<file path="config.mk">
export PLATFORM = sky130hd
export DESIGN_NAME = map_port_arbiter
export DESIGN_NICKNAME = d
export VERILOG_FILES = /design/src/rtl/map_port_arbiter.sv
export SDC_FILE = /design/constraint.sdc
export NUM_CORES = 1
export LEC_CHECK = 0
export ABC_AREA = 1
export CAP_MARGIN = 20
export CORE_MARGIN = 2
export CORE_UTILIZATION = 35
export CTS_CLUSTER_SIZE = 25
export DETAILED_ROUTE_END_ITERATION = 6
export PLACE_DENSITY = 0.75
export SYNTH_ARGS = -nofsm -noshare
export SYNTH_HDL_FRONTEND = slang
export SYNTH_SLANG_ARGS = --single-unit
</file>
<file path="constraint.sdc">
create_clock -name clk -period 0.9 [get_ports clk]
set_input_delay 0.225 -clock clk [delete_from_list [all_inputs] [get_ports clk]]
set_output_delay 0.225 -clock clk [all_outputs]
set_load 0.02 [all_outputs]
</file>
<file path="src/rtl/map_port_arbiter.sv">
// map_port_arbiter
//   Shares one single-port synchronous map ROM between two requesters
//   (0: bot simulator map port, 1: display/video path). One access is
//   accepted per clock. The result returns exactly 2 clocks after the grant.
//   Coordinates outside the map skip the ROM read and return OOB_VAL.
//
// Ports
//   clk, reset         clock, synchronous active-high reset
//   req0/req1          level-sensitive access requests
//   x0,y0 / x1,y1      8-bit column/row coordinates per requester
//   gnt0/gnt1          one-cycle pulse: request accepted, coordinates captured
//   val0/val1          map value per requester, held until that requester's next vld
//   vld0/vld1          one-cycle pulse: valN carries the read result
//   mem_en, mem_addr   ROM read enable and {row, col} address
//   mem_dout           ROM read data, valid the cycle after the mem_en edge
module map_port_arbiter #(
    parameter int         COL_BITS   = 7,
    parameter int         ROW_BITS   = 7,
    parameter bit         FIXED_PRIO = 1'b0,
    parameter logic [1:0] OOB_VAL    = 2'b10
) (
    input  logic                         clk,
    input  logic                         reset,
    input  logic                         req0,
    input  logic                         req1,
    input  logic [7:0]                   x0,
    input  logic [7:0]                   y0,
    input  logic [7:0]                   x1,
    input  logic [7:0]                   y1,
    output logic                         gnt0,
    output logic                         gnt1,
    output logic [1:0]                   val0,
    output logic [1:0]                   val1,
    output logic                         vld0,
    output logic                         vld1,
    output logic                         mem_en,
    output logic [ROW_BITS+COL_BITS-1:0] mem_addr,
    input  logic [1:0]                   mem_dout
);

    // 9-bit limits so that an 8-bit coordinate map is also representable
    localparam logic [8:0] COL_LIM = 9'(1) << COL_BITS;
    localparam logic [8:0] ROW_LIM = 9'(1) << ROW_BITS;

    // Requester granted most recently (round-robin pointer)
    typedef enum logic {
        LAST_R0 = 1'b0,
        LAST_R1 = 1'b1
    } last_t;

    last_t      last_q;

    logic       win_valid;
    logic       win_id;
    logic [7:0] sel_x;
    logic [7:0] sel_y;
    logic       sel_in_range;

    // Pipeline tag: stage 1 lines up with the ROM address register,
    // stage 2 with the ROM data output
    logic       tag1_vld, tag1_id, tag1_inr;
    logic       tag2_vld, tag2_id, tag2_inr;

    always_comb begin
        win_valid = req0 | req1;
        win_id    = 1'b0;
        if (req0 && req1) begin
            // tie: fixed priority to 0, or the one not granted last
            win_id = FIXED_PRIO ? 1'b0 : (last_q == LAST_R0);
        end else begin
            win_id = req1;
        end
        sel_x        = win_id ? x1 : x0;
        sel_y        = win_id ? y1 : y0;
        sel_in_range = ({1'b0, sel_x} < COL_LIM) && ({1'b0, sel_y} < ROW_LIM);
    end

    always_ff @(posedge clk) begin
        if (reset) begin
            last_q   <= LAST_R0;
            gnt0     <= 1'b0;
            gnt1     <= 1'b0;
            mem_en   <= 1'b0;
            mem_addr <= '0;
            tag1_vld <= 1'b0;
            tag1_id  <= 1'b0;
            tag1_inr <= 1'b0;
            tag2_vld <= 1'b0;
            tag2_id  <= 1'b0;
            tag2_inr <= 1'b0;
            vld0     <= 1'b0;
            vld1     <= 1'b0;
            val0     <= '0;
            val1     <= '0;
        end else begin
            gnt0   <= win_valid && !win_id;
            gnt1   <= win_valid && win_id;
            mem_en <= win_valid && sel_in_range;
            if (win_valid) begin
                mem_addr <= {sel_y[ROW_BITS-1:0], sel_x[COL_BITS-1:0]};
                last_q   <= win_id ? LAST_R1 : LAST_R0;
            end

            tag1_vld <= win_valid;
            tag1_id  <= win_id;
            tag1_inr <= sel_in_range;
            tag2_vld <= tag1_vld;
            tag2_id  <= tag1_id;
            tag2_inr <= tag1_inr;

            vld0 <= tag2_vld && !tag2_id;
            vld1 <= tag2_vld && tag2_id;
            if (tag2_vld) begin
                if (tag2_id) begin
                    val1 <= tag2_inr ? mem_dout : OOB_VAL;
                end else begin
                    val0 <= tag2_inr ? mem_dout : OOB_VAL;
                end
            end
        end
    end

endmodule

</file>
==> flow_summary_export.csv, run 1 <==
group,metric,value,unit
pwr,pwr-share-clk,27.2,%
placed_design,placed_area,1870,um^2
sta,worst_slew_pin_slew,265,ps
critical_path,start_kind,"flip-flop",
synthesis,synth_top_cells_by_count,"56 x nand2_1, 30 x dfxtp_1, 16 x nor2_1, 15 x nand3_1, 13 x inv_1",
sta,hold_slack,246,ps
placed_design,place_hpwl,2.23,mm
synthesis,synth_cell_types,14,
sta,max_slew_margin,82.3,%
critical_path,crit_path_max_incr_delay,350,ps
global_route,grt_pass1_wl,5.01,mm
synthesis,synth_area_leaders,"dfxtp_1 51%, nand2_1 18%, nand3_1 6.4%, nor2_1 5.1%, inv_1 4.2%",
synthesis,ys.flop_type,"dfxtp_1",
synthesis,synthAdderAreaFrac,0,%
critical_path,crit_type,"flip-flop to primary output",
route,first_pass_iters,4,
critical_path,critPathSlowestCell,"dfxtp_2",
critical_path,cp_data_required_time,670,ps
floorplanning,die_y,61.9,um
floorplanning,core,3280,um^2
placed_design,portBuffers,60,
pwr,power_leakage,0.980,nW
route,drt-initial-drc-count,47,
synthesis,synth_top_area_cell,"dfxtp_1",
critical_path,arrival,810,ps
sta,fin_skew,5.56,ps
clocking,max-clock-path-buffers,2,
global_route,grt-ovfl-total,0,
clocking,clk_latency,340,ps
sta,worst_slack,-135,ps
synthesis,ys_ff_latch,30,
synthesis,synth_most_common_cell,"nand2_1",
cells_and_area,area_growth_syn_to_layout,83.6,%
clocking,cts_tree,"done",
clocking,cts_buffers,5,
critical_path,crit_fanout,2,
global_route,grt_pass1_vias,1149,
clocking,cts.clk_slew.worst_paths,90,ps
sta,maxSlewViolCount,0,
synthesis,synth_compound_area_share,5.98,%
cells_and_area,final_area,2150,um^2
critical_path,crit_buf_inv,1,
pwr,netSwitchingFraction,28.3,%
floorplanning,die_x,61.9,um
sta,fin_crit,1030,ps
outcome,violations,"negative setup slack",
synthesis,avgSynthCellArea,7.52,um^2
cells_and_area,nNetsFinal,267,
sta,rsz0062_at_grt,"yes",
route,via_per_inst,4.48,
pwr,p_int,0.00221,W
cells_and_area,diodes,0,
pwr,power,0.00308,W
critical_path,crit_cells,1,
synthesis,synthMuxAreaShare,0,%
floorplanning,ioPinCount,61,
synthesis,yosys.area_share.simple,34.9,%
pwr,p_switching,0.000874,W
run,cap_violations,0,
placed_design,gp_congestion,0.751,
synthesis,synth_top_area_share,51.2,%
critical_path,r2r_slack,-100,ps
synthesis,syn-num-nets,194,
route,vias,1237,
critical_path,cp_cell_sequence,"buf_6",
floorplanning,core.rowCount,21,
critical_path,cp_top_family,"flip-flops",
pwr,seqPwrFrac,48.3,%
synthesis,async_flop_share,0,%
pwr,peakVddDrop,0.000972,V
route,drt_drc_violations_left,0,
cells_and_area,drive_gt1_share,43.5,%
synthesis,synth-edff-count,0,
outcome,outcome,"finished, violations left",
pwr,pwr-share-comb,24.4,%
sta,hold_viol,0,
global_route,grt_max_degree,17,
clocking,cts_root_buf,"clkbuf_4",
floorplanning,design.die.area,3830,um^2
sta,timing.fmax,966,MHz
synthesis,synth_top_family_by_area,"simple AND/OR/NAND/NOR gates",
synthesis,syn_inst,156,
min_path,min_path_type,"input port to flip-flop",
clocking,htreeDepth,2,
clocking,hold_buffers,0,
route,drt_wl_total,3.25,mm
critical_path,rr_worst_depth,5,
route,ant_nets,0,
global_route,grt.total_usage,18.5,%
clocking,clock_sinks,30,
sta,min_period_over_period,115,%
sta,setup-violations-final,39,
min_path,min_path_cells,2,
critical_path,crit_path_end_kind,"primary output",
synthesis,synth_area,1170,um^2
pwr,powerDensity,1430,nW/um^2
synthesis,synth_warnings,0,
global_route,antenna_found_initial,0,
route,wl_per_cell,11.8,um
floorplanning,start_util,35.7,%
synthesis,synthXorXnorAreaFrac,0,%
synthesis,yosysSeqAreaShare,51.2,%
## per-stage QoR
stage / utilization, % / instances / setup TNS (ps) / worst slack, ps
5_1_grt: 65.5 / 276 / -5180 / -176
4_1_cts: 62.5 / 275 / -3610 / -135
3_3_place_gp: 57.0 / 268 / -20140 / -581
6_report: 65.5 / 276 / -3710 / -135
3_5_place_dp: 57.0 / 268 / -20610 / -601
2_1_floorplan: - / 156 / -36.3 / -6.04
## kinds of logic (layout without fill, tap and decap cells)
group | after synthesis | count (layout)
AO/OA/AOI/OAI | 14 | 14
buffers and inverters | 20 | 94
flip-flops | 30 | 30
AND/OR/NAND/NOR | 92 | 92
## placed cells by master (no fill, tap or decap), drive strengths merged
master / n
a21oi: 6
buf: 33
clkbuf: 9
clkdlybuf4s50: 34
clkinv: 2
dfxtp: 30
dlygate4sd2: 1
inv: 15
nand2: 57
nand3: 15
nand4: 1
nor2: 19
o21ai: 8
## power groups by stage
| stage | Clock (W) | Combinational, W | Sequential (W) |
|---|---|---|---|
| after floorplan | 0 | 0.000188 | 0.00157 |
| after global placement | 0 | 0.000636 | 0.00149 |
| after global routing | 0.000904 | 0.000817 | 0.00150 |
| after detailed placement | 0 | 0.000643 | 0.00149 |
| final | 0.000839 | 0.000754 | 0.00149 |
| after CTS | 0.000856 | 0.000695 | 0.00149 |
## layout make-up
| cell class | count | area (um^2) |
|---|---|---|
| fillers | 291 | 1130 |
| inverters | 16 | 72.6 |
| repair buffers | 70 | 724 |
| flip-flops and latches | 30 | 636 |
| well taps | 46 | 57.6 |
| clock inverters | 1 | 5.00 |
| multi-input cells | 106 | 602 |
| clock buffers | 7 | 55.1 |
## routing by layer
metal	routed length (um)	GRT usage, %
met5	0	0
met1	1260	19.8
met3	205	9.32
met2	1700	31.9
met4	77	5.47
## sequential cells by signal (all words and copies together), names as in the netlist
name and count:
vld0 1, vld1 1, mem_addr 14, tag1_id 1, tag1_vld 1, tag2_vld 1
tag2_id 1, tag1_inr 1, tag2_inr 1, val0 2, val1 2, gnt1 1
gnt0 1, mem_en 1, last_q 1
## worst paths after layout
path                                   from                        to
setup / recovery  mem_addr[13]$_SDFFE_PP0N_              mem_addr[13]
hold reg to reg         tag1_vld$_SDFF_PP0_       tag2_vld$_SDFF_PP0_
setup reg to reg        last_q$_SDFFE_PP0N_  mem_addr[7]$_SDFFE_PP0N_
hold / removal                        reset           gnt1$_SDFF_PP0_
## repair_timing
action | CTS | global route
buffers inserted | 0 | 1
endpoints found under the setup margin | 52 | 45
resized for setup | 191 | 30
pin swaps | 17 | 6
hold endpoints to repair | 0 | 0
(Power assumes the default switching activity.)
==> run 2: changes to the inputs <==
--- a/config.mk
+++ b/config.mk
@@ -11,6 +11,7 @@
 export CORE_UTILIZATION = 35
 export CTS_CLUSTER_SIZE = 25
 export DETAILED_ROUTE_END_ITERATION = 6
+export GPL_ROUTABILITY_DRIVEN = 0
 export PLACE_DENSITY = 0.75
 export SYNTH_ARGS = -nofsm -noshare
 export SYNTH_HDL_FRONTEND = slang
==> results of run 2 <==
Final layout, timing and power as in run 1 (identical DEF).
==> edit (config.mk and constraints of run 2) <==
`COL_BITS`: 7 -> 5.
--- a/src/rtl/map_port_arbiter.sv
+++ b/src/rtl/map_port_arbiter.sv
@@ -14,7 +14,7 @@
 //   mem_en, mem_addr   ROM read enable and {row, col} address
 //   mem_dout           ROM read data, valid the cycle after the mem_en edge
 module map_port_arbiter #(
-    parameter int         COL_BITS   = 7,
+    parameter int         COL_BITS   = 5,
     parameter int         ROW_BITS   = 7,
     parameter bit         FIXED_PRIO = 1'b0,
     parameter logic [1:0] OOB_VAL    = 2'b10
Ports: changed (resized mem_addr); port bits go from 61 to 59. The function was not compared with the original's and may differ.
==> edit against run 2 <==
The flow still finishes with violations (setup timing). Routed wire length decreased by 13%. Total power fell by 18%. Final area decreased by 7.8%. Global-route usage is 1.4 points lower. Worst hold slack better by 170 ps. Sequential cell count is 2 lower. Combinational power shrank 13%. Worst setup slack worse by 1.3 ps. Area after synthesis is 5.8% lower. Largest cell class unchanged. Highest routed layer unchanged.
==> edit: results (changes against run 2) <==
stage	metric	value	unit	change
layout	share of cells above drive strength 1	0.3628		-0.07195
timing	Worst Max-Slew Pin Slew	272.6	ps	+7.524 ps
drt	Vias	1139		-7.9%
layout	inverter count	21		+5
timing	Fin Clk Skew	1.577	ps	-3.983 ps
layout	biggest regs	mem_addr x12, val0 x2, val1 x2		
min_path	Hold Crit Class	reg -> reg		
placed_design	DP HPWL	2096	µm	-6.0%
worst_setup_path	Reg2Reg Depth	6		+1
layout	Multi-Input Combinational	97		-8.5%
worst_setup_path	CP endpoint kind	flop		
layout	Final Non-Filler Cells	270		-2.2%
status	outcome	finished with violations		
yosys	syn nets	187		-3.6%
min_path	worst hold start	tag1_inr		
timing	Final WS setup	-136.1	ps	-1.296 ps
layout	sequential share of cell area	0.2970		+0.001624
yosys	Mapped Avg Cell Area	7.415	µm²	-1.3%
clock_tree	Clock Pin Slew Worst Setup and Hold Paths	140	ps	+50 ps
pwr	Leak	0.9512	nW	-3.0%
status	violated checks	setup timing		
timing	Final setup violation count	35		-10%
global_route	first-pass GRT wire length	4609	µm	-8.0%
min_path	worst hold endpoint	tag2_inr		
placed_design	dpl cells	261		-2.6%
yosys	Commonest cells post-synth	55 x nand2_1, 28 x dfxtp_1, 20 x inv_1		
timing	WHS	414.2	ps	+168.3 ps
edit: changes by cell type after synthesis, sizes merged:
cell / change
nand3: -8
inv: +5
o211ai: +5
o21ai: -5
dfxtp: -2
nor2: -2
buf: -1
nand2: +1
edit: layer usage:
layer	track usage	vias up	routed length, µm	share of wire
li1	-	611	-	-
met3	0.03247	2	154	0.055
met5	0	-	0	0
met2	0.2935	30	1367	0.49
met4	0.05714	0	17	0.0060
met1	0.2121	496	1273	0.45
edit: power breakdown:
group / leakage, nW / total (mW) / switching, mW / internal [mW]
Clock: 0.0138 / 0.496 / 0.339 / 0.157
Combinational: 0.699 / 0.655 / 0.274 / 0.381
Sequential: 0.239 / 1.38 / 0.0498 / 1.33
Total: 0.951 / 2.53 / 0.663 / 1.87
edit: repair_timing:
| item | 4_1_cts | 5_1_grt |
|---|---|---|
| setup buffers | 3 | 3 |
| setup endpoints to repair | 48 | 39 |
| resized for setup | 156 | 5 |
| pin swaps | 9 | 2 |
